===== src/rtl/tanh_sched_pkg.sv =====
// Shared configuration for the tanh LUT scheduler: default data format,
// LUT read latency and a constant-capable clog2 helper.
package tanh_sched_pkg;

    localparam int N_DEF       = 8;   // LUT address / result width
    localparam int Q_DEF       = 7;   // fractional bits of the Q format
    localparam int LUT_LATENCY = 1;   // cycles from lut_addr edge to capture edge

    // Ceiling log2, at least 1 so a requester index is never zero-width.
    function automatic int clog2(input int value);
        int result;
        result = 0;
        while ((1 << result) < value) begin
            result = result + 1;
        end
        if (result < 1) begin
            result = 1;
        end
        return result;
    endfunction

endpackage


===== src/rtl/tanh_lut_sched_rr_arbiter.sv =====
// Combinational round-robin arbiter: starting at i_ptr, the first eligible
// requester (searching upward with wrap) receives a one-hot grant.
module rr_arbiter
    import tanh_sched_pkg::*;
#(
    parameter int NUM_REQ = 4,
    parameter int IDW     = clog2(NUM_REQ)
) (
    input  logic [NUM_REQ-1:0] i_eligible,
    input  logic [IDW-1:0]     i_ptr,
    output logic [NUM_REQ-1:0] o_grant,
    output logic [IDW-1:0]     o_idx
);

    int             w_pos;
    logic [IDW-1:0] w_sel;
    logic           w_found;

    // Rotating priority search; the first hit latches w_found so later hits are ignored.
    always_comb begin
        o_grant = '0;
        o_idx   = '0;
        w_found = 1'b0;
        w_pos   = 0;
        w_sel   = '0;
        for (int k = 0; k < NUM_REQ; k++) begin
            w_pos = int'(i_ptr) + k;
            if (w_pos >= NUM_REQ) begin
                w_pos = w_pos - NUM_REQ;
            end
            w_sel = IDW'(w_pos);
            if (!w_found && i_eligible[w_sel]) begin
                w_found        = 1'b1;
                o_grant[w_sel] = 1'b1;
                o_idx          = w_sel;
            end
        end
    end

endmodule


===== src/rtl/tanh_lut_sched.sv =====
// Time-shares one registered tanh LUT among NUM_REQ neuron units. A granted
// address is registered onto lut_addr, the LUT answers on the following
// negedge, and the next posedge parks the answer in the requester's result
// slot until the requester acknowledges it.
module tanh_lut_sched
    import tanh_sched_pkg::*;
#(
    parameter int N       = N_DEF,
    parameter int Q       = Q_DEF,
    parameter int NUM_REQ = 4,
    localparam int IDW    = clog2(NUM_REQ)
) (
    input  logic                 clk,
    input  logic                 rst,
    input  logic [NUM_REQ-1:0]   req_valid,
    input  logic [NUM_REQ*N-1:0] req_addr,
    output logic [NUM_REQ-1:0]   req_ready,
    output logic [NUM_REQ-1:0]   rsp_valid,
    output logic [NUM_REQ*N-1:0] rsp_data,
    input  logic [NUM_REQ-1:0]   rsp_ack,
    output logic [N-1:0]         lut_addr,
    input  logic [N-1:0]         lut_data,
    output logic                 busy
);

    logic [N-1:0]         r_lut_addr;
    logic                 r_s1_valid;
    logic [IDW-1:0]       r_s1_id;
    logic [IDW-1:0]       r_ptr;
    logic [NUM_REQ-1:0]   r_rsp_valid;
    logic [NUM_REQ*N-1:0] r_rsp_data;

    logic [NUM_REQ-1:0]   w_pending;
    logic [NUM_REQ-1:0]   w_eligible;
    logic [NUM_REQ-1:0]   w_grant;
    logic [IDW-1:0]       w_idx;
    logic                 w_accept;
    logic [N-1:0]         w_addr_sel;
    logic [IDW-1:0]       w_ptr_next;

    // Format and latency are fixed by the LUT; they are kept visible here
    // without influencing any logic.
    logic w_unused_cfg;
    assign w_unused_cfg = (Q >= 0) ^ (LUT_LATENCY == 1);

    // A requester with a lookup in flight or an unconsumed result may not
    // re-enter arbitration; nothing is granted while reset is held.
    for (genvar gi = 0; gi < NUM_REQ; gi++) begin : g_req
        assign w_pending[gi]  = (r_s1_valid && (r_s1_id == IDW'(gi))) || r_rsp_valid[gi];
        assign w_eligible[gi] = req_valid[gi] && !w_pending[gi] && !rst;
    end

    rr_arbiter #(
        .NUM_REQ (NUM_REQ),
        .IDW     (IDW)
    ) u_arb (
        .i_eligible (w_eligible),
        .i_ptr      (r_ptr),
        .o_grant    (w_grant),
        .o_idx      (w_idx)
    );

    assign w_accept   = |(w_grant & req_valid);
    assign w_addr_sel = req_addr[w_idx*N +: N];
    assign w_ptr_next = (w_idx == IDW'(NUM_REQ - 1)) ? '0 : w_idx + 1'b1;

    // Stage 1: register the winner's address toward the LUT and advance the pointer past it.
    always_ff @(posedge clk) begin
        if (rst) begin
            r_lut_addr <= '0;
            r_s1_valid <= 1'b0;
            r_s1_id    <= '0;
            r_ptr      <= '0;
        end else begin
            r_s1_valid <= w_accept;
            if (w_accept) begin
                r_lut_addr <= w_addr_sel;
                r_s1_id    <= w_idx;
                r_ptr      <= w_ptr_next;
            end
        end
    end

    // Stage 2: capture the LUT answer into the owner's slot; acks clear only the valid flag.
    always_ff @(posedge clk) begin
        if (rst) begin
            r_rsp_valid <= '0;
            r_rsp_data  <= '0;
        end else begin
            for (int i = 0; i < NUM_REQ; i++) begin
                if (r_s1_valid && (r_s1_id == IDW'(i))) begin
                    r_rsp_valid[i]        <= 1'b1;
                    r_rsp_data[i*N +: N]  <= lut_data;
                end else if (rsp_ack[i]) begin
                    r_rsp_valid[i]        <= 1'b0;
                end
            end
        end
    end

    assign req_ready = w_grant;
    assign rsp_valid = r_rsp_valid;
    assign rsp_data  = r_rsp_data;
    assign lut_addr  = r_lut_addr;
    assign busy      = r_s1_valid | (|r_rsp_valid);

endmodule

===== config.mk =====
export PLATFORM = sky130hd
export DESIGN_NAME = tanh_lut_sched
export DESIGN_NICKNAME = d
export VERILOG_FILES = /design/src/rtl/tanh_sched_pkg.sv /design/src/rtl/tanh_lut_sched_rr_arbiter.sv /design/src/rtl/tanh_lut_sched.sv
export SDC_FILE = /design/constraint.sdc
export NUM_CORES = 1
export LEC_CHECK = 0
export ABC_AREA = 1
export CORE_AREA = 5 5 85 87
export CTS_CLUSTER_DIAMETER = 60
export DETAILED_ROUTE_END_ITERATION = 16
export DIE_AREA = 0 0 90 92
export GPL_TIMING_DRIVEN = 0
export PLACE_DENSITY = 0.92
export SYNTH_ARGS = -nofsm -noshare
export SYNTH_HDL_FRONTEND = slang
export SYNTH_SLANG_ARGS = --single-unit

===== constraint.sdc =====
create_clock -name clk -period 2.7 [get_ports clk]
set_clock_uncertainty 0.05 [all_clocks]
set_input_delay 0.27 -clock clk [delete_from_list [all_inputs] [get_ports clk]]
set_output_delay 0.27 -clock clk [all_outputs]
set_load 0.05 [all_outputs]

==> metrics.md, run 1 <==
| Metric | Value |
|---|---|
| Run status | completed |
| Length of the first detailed-routing pass in iterations | 5 |
| Total negative slack for setup checks | 0 ns |
| Top cell type by total area after synthesis | dfxtp_1 |
| LEAKAGE | 1.80 nW |
| Number of max-slew violations in the final report | 0 |
| Synth warnings | 0 |
| Vias | 3,173 |
| Number of CTS-inserted buffers | 5 |
| Number of nets in the layout | 599 |
| Total count of hold-check failures in the final report | 0 |
| Classification of the worst setup path | reg -> out |
| Post-synth EDFFs | 0 |
| Global-route wire length before repair | 13.7 mm |
| Part of the cycle the worst path needs | 96.9% |
| Crit path arrival time | 2.30 ns |
| Wirelength, routed | 8.62 mm |
| Critical path required time | 2.38 ns |
| GR Overflow Total | 0 |
| HPWL Detailed | 6.54 mm |
| Final-report setup violation count | 0 |
| Final antenna diode count | 0 |
| Vias in the first global route | 2,948 |
| Most used cells in the layout excluding fill and tap cells | clkdlybuf4s50_1, nand2_1, nor2_1 |
| Site Rows | 29 |
| Sequential fraction of the synthesis area | 34.2% |
| Last weighted congestion value of the routability-driven placer | 0.873 |
| Post-route worst hold slack | 0.137 ns |
| Max-slew headroom at the worst pin | 65.9% |
| Floorplan Core Area | 6280 um2 |
| Dominant cells by area after synthesis | dfxtp_1, nand2_1, nor2_1, inv_1, o21ai_0 |
| Worst vdd rail ir drop | 0.680 mV |
| Placed Cells incl. Taps | 604 |
| Post-layout utilization of the core | 65.9% |
| Crit path setup slack, layout | 0.0845 ns |
| Layout Area Growth over Synthesis | 44.1% |
| Final critical-path required period | 2.62 ns |
| Post-synthesis instance total | 430 |
| Fraction of registers with async set or reset after synthesis | 0% |
| Width of the chip | 90 um |
| IO Pins | 99 |
| Maximum frequency from static timing analysis | 382 MHz |
| Startpoint of the worst register-to-register path | r_ptr[1]$_SDFFE_PP0P_ |
| Path category of the worst min-delay check | in -> reg |
| Initial core utilization | 45.7% |
| Overall power of the completed layout | 4.51 mW |
| DRC marker count from the first detailed-route iteration | 142 |
| Average size of a mapped cell | 6.67 um2 |
| Fraction of post-synthesis cell area in the top cell type by area | 34.2% |
| Total power density per cell area | 1090 nW/um2 |
| Number of distinct library cell variants in the gate-level netlist after synthesis | 26 |
| Finished Layout Cells | 619 |
| Buffer depth of the longest clock path | 2 |
| Register bit count reported by yosys | 49 |
| Netlist Area Pre-Place | 2870 um2 |
| Syn nets | 488 |
| Startpoint of the worst setup timing path | r_ptr[1]$_SDFFE_PP0P_ |
| Post-Place Cell Area | 3940 um2 |
| Area of all placed cells without fillers | 4140 um2 |
| # port buffers | 97 |
| Worst slack after detailed placement | -0.389 ns |
| Layout cells sized above 1 | 12.5% |
| Peak fanout along the critical path | 8 |
| Drt via density | 5.13 |
| TritonCTS sink count | 49 |
| Global-route usage over all layers | 19.6% |
| CTS H-Tree Depth | 2 |
| Initial antenna violation count | 0 |
| Die Height | 92 um |
| Hold-fix buffers, CTS | 0 |
| Min-Delay Startpoint | rst |
| Reg clk slew, reported paths | 0.09 ns |
| Area enclosed by the die boundary | 8280 um2 |
| Clock latency at the later pin of the worst-skew pair | 0.31 ns |
| Layout fillers | 490 |
| Routed length per placed instance | 13.9 um |
| Remaining DRCs | 0 |
| CTS tree | yes |
| Largest net degree at the start of global routing | 16 |
| Kind of capture point of the worst setup path | output port |
| Type of element launching the critical path | flop |
| Clock Tree Root | clkbuf_8 |
| Antenna viol nets, final | 0 |
| Number of max-capacitance violations reported | 0 |
| Top flip-flop cell by instance count after synthesis | dfxtp_1 |
| Leading cell type in the layout, fill and taps excluded | clkdlybuf4s50_1 |
| Worst Max-Slew Pin Slew | 0.509 ns |
==> per-layer routing <==
layer	vias up	track usage, %	share of wire [%]
li1	1556	-	-
met1	1440	22.9	39
met2	149	35.0	52
met3	28	4.09	7.1
met4	0	7.94	2.6
met5	-	0	0
==> path summary, 6_finish.rpt <==
path                                             endpoint  slack (ns)  cells after the start
worst max-delay path                         req_ready[3]        0.08                     10
worst min-delay path            rsp_valid[2]$_SDFFE_PP0P_        0.14                      2
worst max register to register      r_ptr[1]$_SDFFE_PP0P_        0.18                     16
worst min register to register  rsp_data[19]$_SDFFE_PP0P_        0.40                      2
==> synth_stat cells (4+ instances only) <==
cell type / number
nand3_2: 9
dfxtp_1: 49
buf_6: 4
nand2_2: 7
nand3b_1: 8
ha_1: 8
nand2_1: 82
o21ai_0: 33
inv_1: 58
nand3_1: 31
nor2_1: 78
clkbuf_1: 5
buf_4: 5
a21oi_1: 20
o21ai_1: 9
nand2_4: 4
==> critical path: stages, from the launching register on <==
cell and delay, ns:
dfxtp_2 0.46, clkinvlp_4 0.22, ha_4 0.28, inv_1 0.12, nand3_1 0.10, nand2_2 0.09, nand2_2 0.09, nor2_8 0.17
nand3_1 0.13, nand2_1 0.15, buf_6 0.17
==> area by class of cell <==
cell class	instances	area, um2	area share (%)
plain buffers	17	120	2.90
clock buffers	6	82.6	2.00
clock inverters	2	37.5	0.908
inverters	65	259	6.26
multi-input cells	299	1540	37.1
flip-flops and latches	49	983	23.8
well taps	77	96.3	2.33
repair buffers	104	1020	24.7
==> sequential cells by signal (all words and copies together) (netlist names) <==
name and count:
r_ptr 2, rsp_valid 4, lut_addr 8, r_s1_valid 1, r_s1_id 2, rsp_data 32
==> timing repair <==
item,in CTS,in global routing
endpoints found under the setup margin,12,16
hold endpoints to repair,0,0
buffers inserted,0,7
gates resized for setup,27,7
==> report_power, final <==
part | total [mW] | switching [mW] | internal, mW
clock | 0.548 | 0.247 | 0.301
sequential | 0.994 | 0.113 | 0.880
combinational | 2.97 | 1.93 | 1.04
==> kinds of logic after synthesis <==
family                   count (synthesis)  synth area share, %
AO/OA/AOI/OAI                           62                 10.8
adder cells (fa/ha/maj)                  8                 3.49
buffers and inverters                   82                 12.7
flip-flops                              49                 34.2
AND/OR/NAND/NOR                        229                 38.8
Power figures use the tool's default switching activity.
==> run 2: changes to the inputs <==
Settings changed: CTS_CLUSTER_DIAMETER 60 to 50.
==> results of run 2 <==
No change in the layout: final DEF, timing and power equal those of run 1.
==> run 3: changes to the inputs <==
Settings changed: REMOVE_ABC_BUFFERS from default to 1.
==> metrics.md, run 3 (synthesis gave the netlist of run 1 again) <==
| Metric | Value |
|---|---|
| Number of CTS-inserted buffers | 5 (unchanged) |
| Number of max-slew violations in the final report | 0 (unchanged) |
| Worst-case reg-to-reg path depth | 12 (-4) |
| Combined buffer and inverter count along the critical path | 3 (unchanged) |
| Master of the slowest instance on the critical path | dfxtp_4 |
| Total count of hold-check failures in the final report | 0 (unchanged) |
| Wirelength, routed | 8.12 mm (-5.8%) |
| Area occupied by multi-input gates | 1590 um2 (+3.3%) |
| Crit path setup slack, layout | 0.0773 ns (-0.00714 ns) |
| Startpoint of the worst register-to-register path | r_ptr[1]$_SDFFE_PP0P_ |
| Kind of capture point of the worst setup path | output port |
| Path category of the worst min-delay check | reg -> reg |
| Area occupied by registers | 990 um2 (+0.64%) |
| Worst hold path cell count | 2 (unchanged) |
| CP cell instances | clkinvlp_4 > ha_1 > inv_1 > nand3_1 > nand2_2 > nand2_2 > nor2_8 > nand3_1 > nand2_1 > clkbuf_4 |
| Max reg flops | 32 (unchanged) |
| Total power density per cell area | 1070 nW/um2 (-2.3%) |
| Vias in the first global route | 2,788 (-5.4%) |
| Floorplan Core Area | 6280 um2 (unchanged) |
| Leading cell type in the layout, fill and taps excluded | clkdlybuf4s50_1 |
| Clock Tree Root | clkbuf_8 |
| Kind of cell adding the most delay to the critical path | simple AND/OR/NAND/NOR gates |
| Die Height | 92 um (unchanged) |
| Crit path arrival time | 2.30 ns (about the same) |
| Number of max-capacitance violations reported | 0 (unchanged) |
| Initial antenna violation count | 0 (unchanged) |
| Largest net degree at the start of global routing | 46 (+30) |
| Remaining DRCs | 0 (unchanged) |
| Run status | completed |
| Stage delay of the slowest cell on the critical path | 0.43 ns (-0.03 ns) |
| Width of the chip | 90 um (unchanged) |
| Last weighted congestion value of the routability-driven placer | 0.896 (+2.7%) |
| Global-route wire length before repair | 12.8 mm (-6.8%) |
| Worst Hold End | rsp_data[25]$_SDFFE_PP0P_ |
| Clock latency at the later pin of the worst-skew pair | 0.29 ns (-0.02 ns) |
| Layout Area Growth over Synthesis | 42.7% |
| LEAKAGE | 1.77 nW (-1.8%) |
| Routed length per placed instance | 13.4 um (-3.8%) |
| Min-Delay Startpoint | rsp_data[25]$_SDFFE_PP0P_ |
| Startpoint of the worst setup timing path | r_ptr[1]$_SDFFE_PP0P_ |
| Total negative slack for setup checks | 0 ns (unchanged) |
| Met3 wire length | 705 um (+15%) |
| Final-report setup violation count | 0 (unchanged) |
| Area enclosed by the die boundary | 8280 um2 (unchanged) |
| Classification of the worst setup path | reg -> out |
| # port buffers | 98 (+1.0%) |
| Worst slack after detailed placement | -0.729 ns (-0.340 ns) |
| Routed met1 length | 3.25 mm (-2.5%) |
| Critical path required time | 2.38 ns (about the same) |
| Layout cells sized above 1 | 11.9% (-0.64 points) |
| Type of element launching the critical path | flop |
| Initial core utilization | 45.7% (unchanged) |
| Peak fanout along the critical path | 8 (unchanged) |
| Global-route usage over all layers | 17.9% (-1.7 points) |
| Overall power of the completed layout | 4.36 mW (-3.3%) |
| Max-slew headroom at the worst pin | 64.2% (-1.7 points) |
| Worst vdd rail ir drop | 0.548 mV (-19%) |
| Buffer depth of the longest clock path | 2 (unchanged) |
| TritonCTS sink count | 49 (unchanged) |
| Length of the first detailed-routing pass in iterations | 5 (unchanged) |
| Drt via density | 5.10 (-0.56%) |
| Worst Max-Slew Pin Slew | 0.535 ns (+0.0253 ns) |
| Site Rows | 29 (unchanged) |
| DRC marker count from the first detailed-route iteration | 204 (+44%) |
| Antenna viol nets, final | 0 (unchanged) |
| Post-route worst hold slack | 0.395 ns (+0.258 ns) |
| WL met2 | 4.03 mm (-9.4%) |
| Maximum frequency from static timing analysis | 381 MHz (-0.27%) |
| GR Overflow Total | 0 (unchanged) |
| Most used cells in the layout excluding fill and tap cells | clkdlybuf4s50_1, nand2_1, nor2_1 |
| Max Used Layer | met4 |
| Reg2Reg Capture Point | r_ptr[0]$_SDFFE_PP0P_ |
| Reg clk slew, reported paths | 0.09 ns (about the same) |
| Final critical-path required period | 2.62 ns (+0.00714 ns) |
| IO Pins | 99 (unchanged) |
| HPWL Detailed | 5.90 mm (-9.8%) |
| Part of the cycle the worst path needs | 97.1% (+0.26 points) |
| R2r setup slk | 0.20 ns (+0.02 ns) |
| Final antenna diode count | 0 (unchanged) |
| Vias | 3,089 (-2.6%) |
| Number of nets in the layout | 586 (-2.2%) |
| CTS H-Tree Depth | 2 (unchanged) |
| Post-layout utilization of the core | 65.2% (-0.64 points) |
| CTS tree | yes |
| Layout fillers | 531 (+8.4%) |
==> run 3: final cells by class <==
cell class | instances | share of cell area [%]
Multi-Input combinational cell | 300 | 38.7
Clock inverter | 2 | 0.947
Clock buffer | 6 | 1.77
Inverter | 65 | 6.72
Tap cell | 77 | 2.35
Sequential cell | 49 | 24.2
Timing Repair Buffer | 107 | 25.3
==> run 3: per-stage QoR <==
stage / std cells / instance area, um2
floorplan: 413 / 2750
global placement: 588 / 3830
detailed placement: 588 / 3830
CTS: 596 / 3970
global route: 606 / 4100
finish: 606 / 4100
==> run 3: worst max-delay path by stage <==
stage,to,slack (ns),cells past startpoint
after floorplan,r_ptr[1]$_SDFFE_PP0P_,-0.04,15
after global placement,req_ready[1],-0.69,13
after detailed placement,req_ready[1],-0.73,13
after CTS,req_ready[2],0.0003,10
after global routing,req_ready[2],-0.03,10
final,req_ready[2],0.08,10
==> run 3: layer usage <==
metal	vias to the layer above	track usage, %
li1	1539	-
met2	135	31.1
met5	-	0
met4	0	5.83
met1	1397	21.0
met3	18	5.65
==> run 3: worst min-delay path: cells and delay by family (launching register included) <==
family	cells	cell delay, ns
AOI/OAI and AO/OA	1	0.05
buffers and inverters	1	0.04
DFF	1	0.32
==> run 3: timing repair <==
action / CTS / global route
setup endpoints to repair: 16 / 16
setup buffers: 0 / 9
pin swaps: 0 / 1
resized for setup: 32 / 13
hold buffers: 0 / 0
gates cloned: 0 / 1
==> run 3: where the power goes <==
group | internal (mW) | total (mW) | switching (mW) | leakage (nW)
Sequential | 0.884 | 1.00 | 0.119 | 0.402
Clock | 0.279 | 0.527 | 0.248 | 0.0554
Combinational | 0.925 | 2.83 | 1.91 | 1.31
Total | 2.09 | 4.36 | 2.28 | 1.77
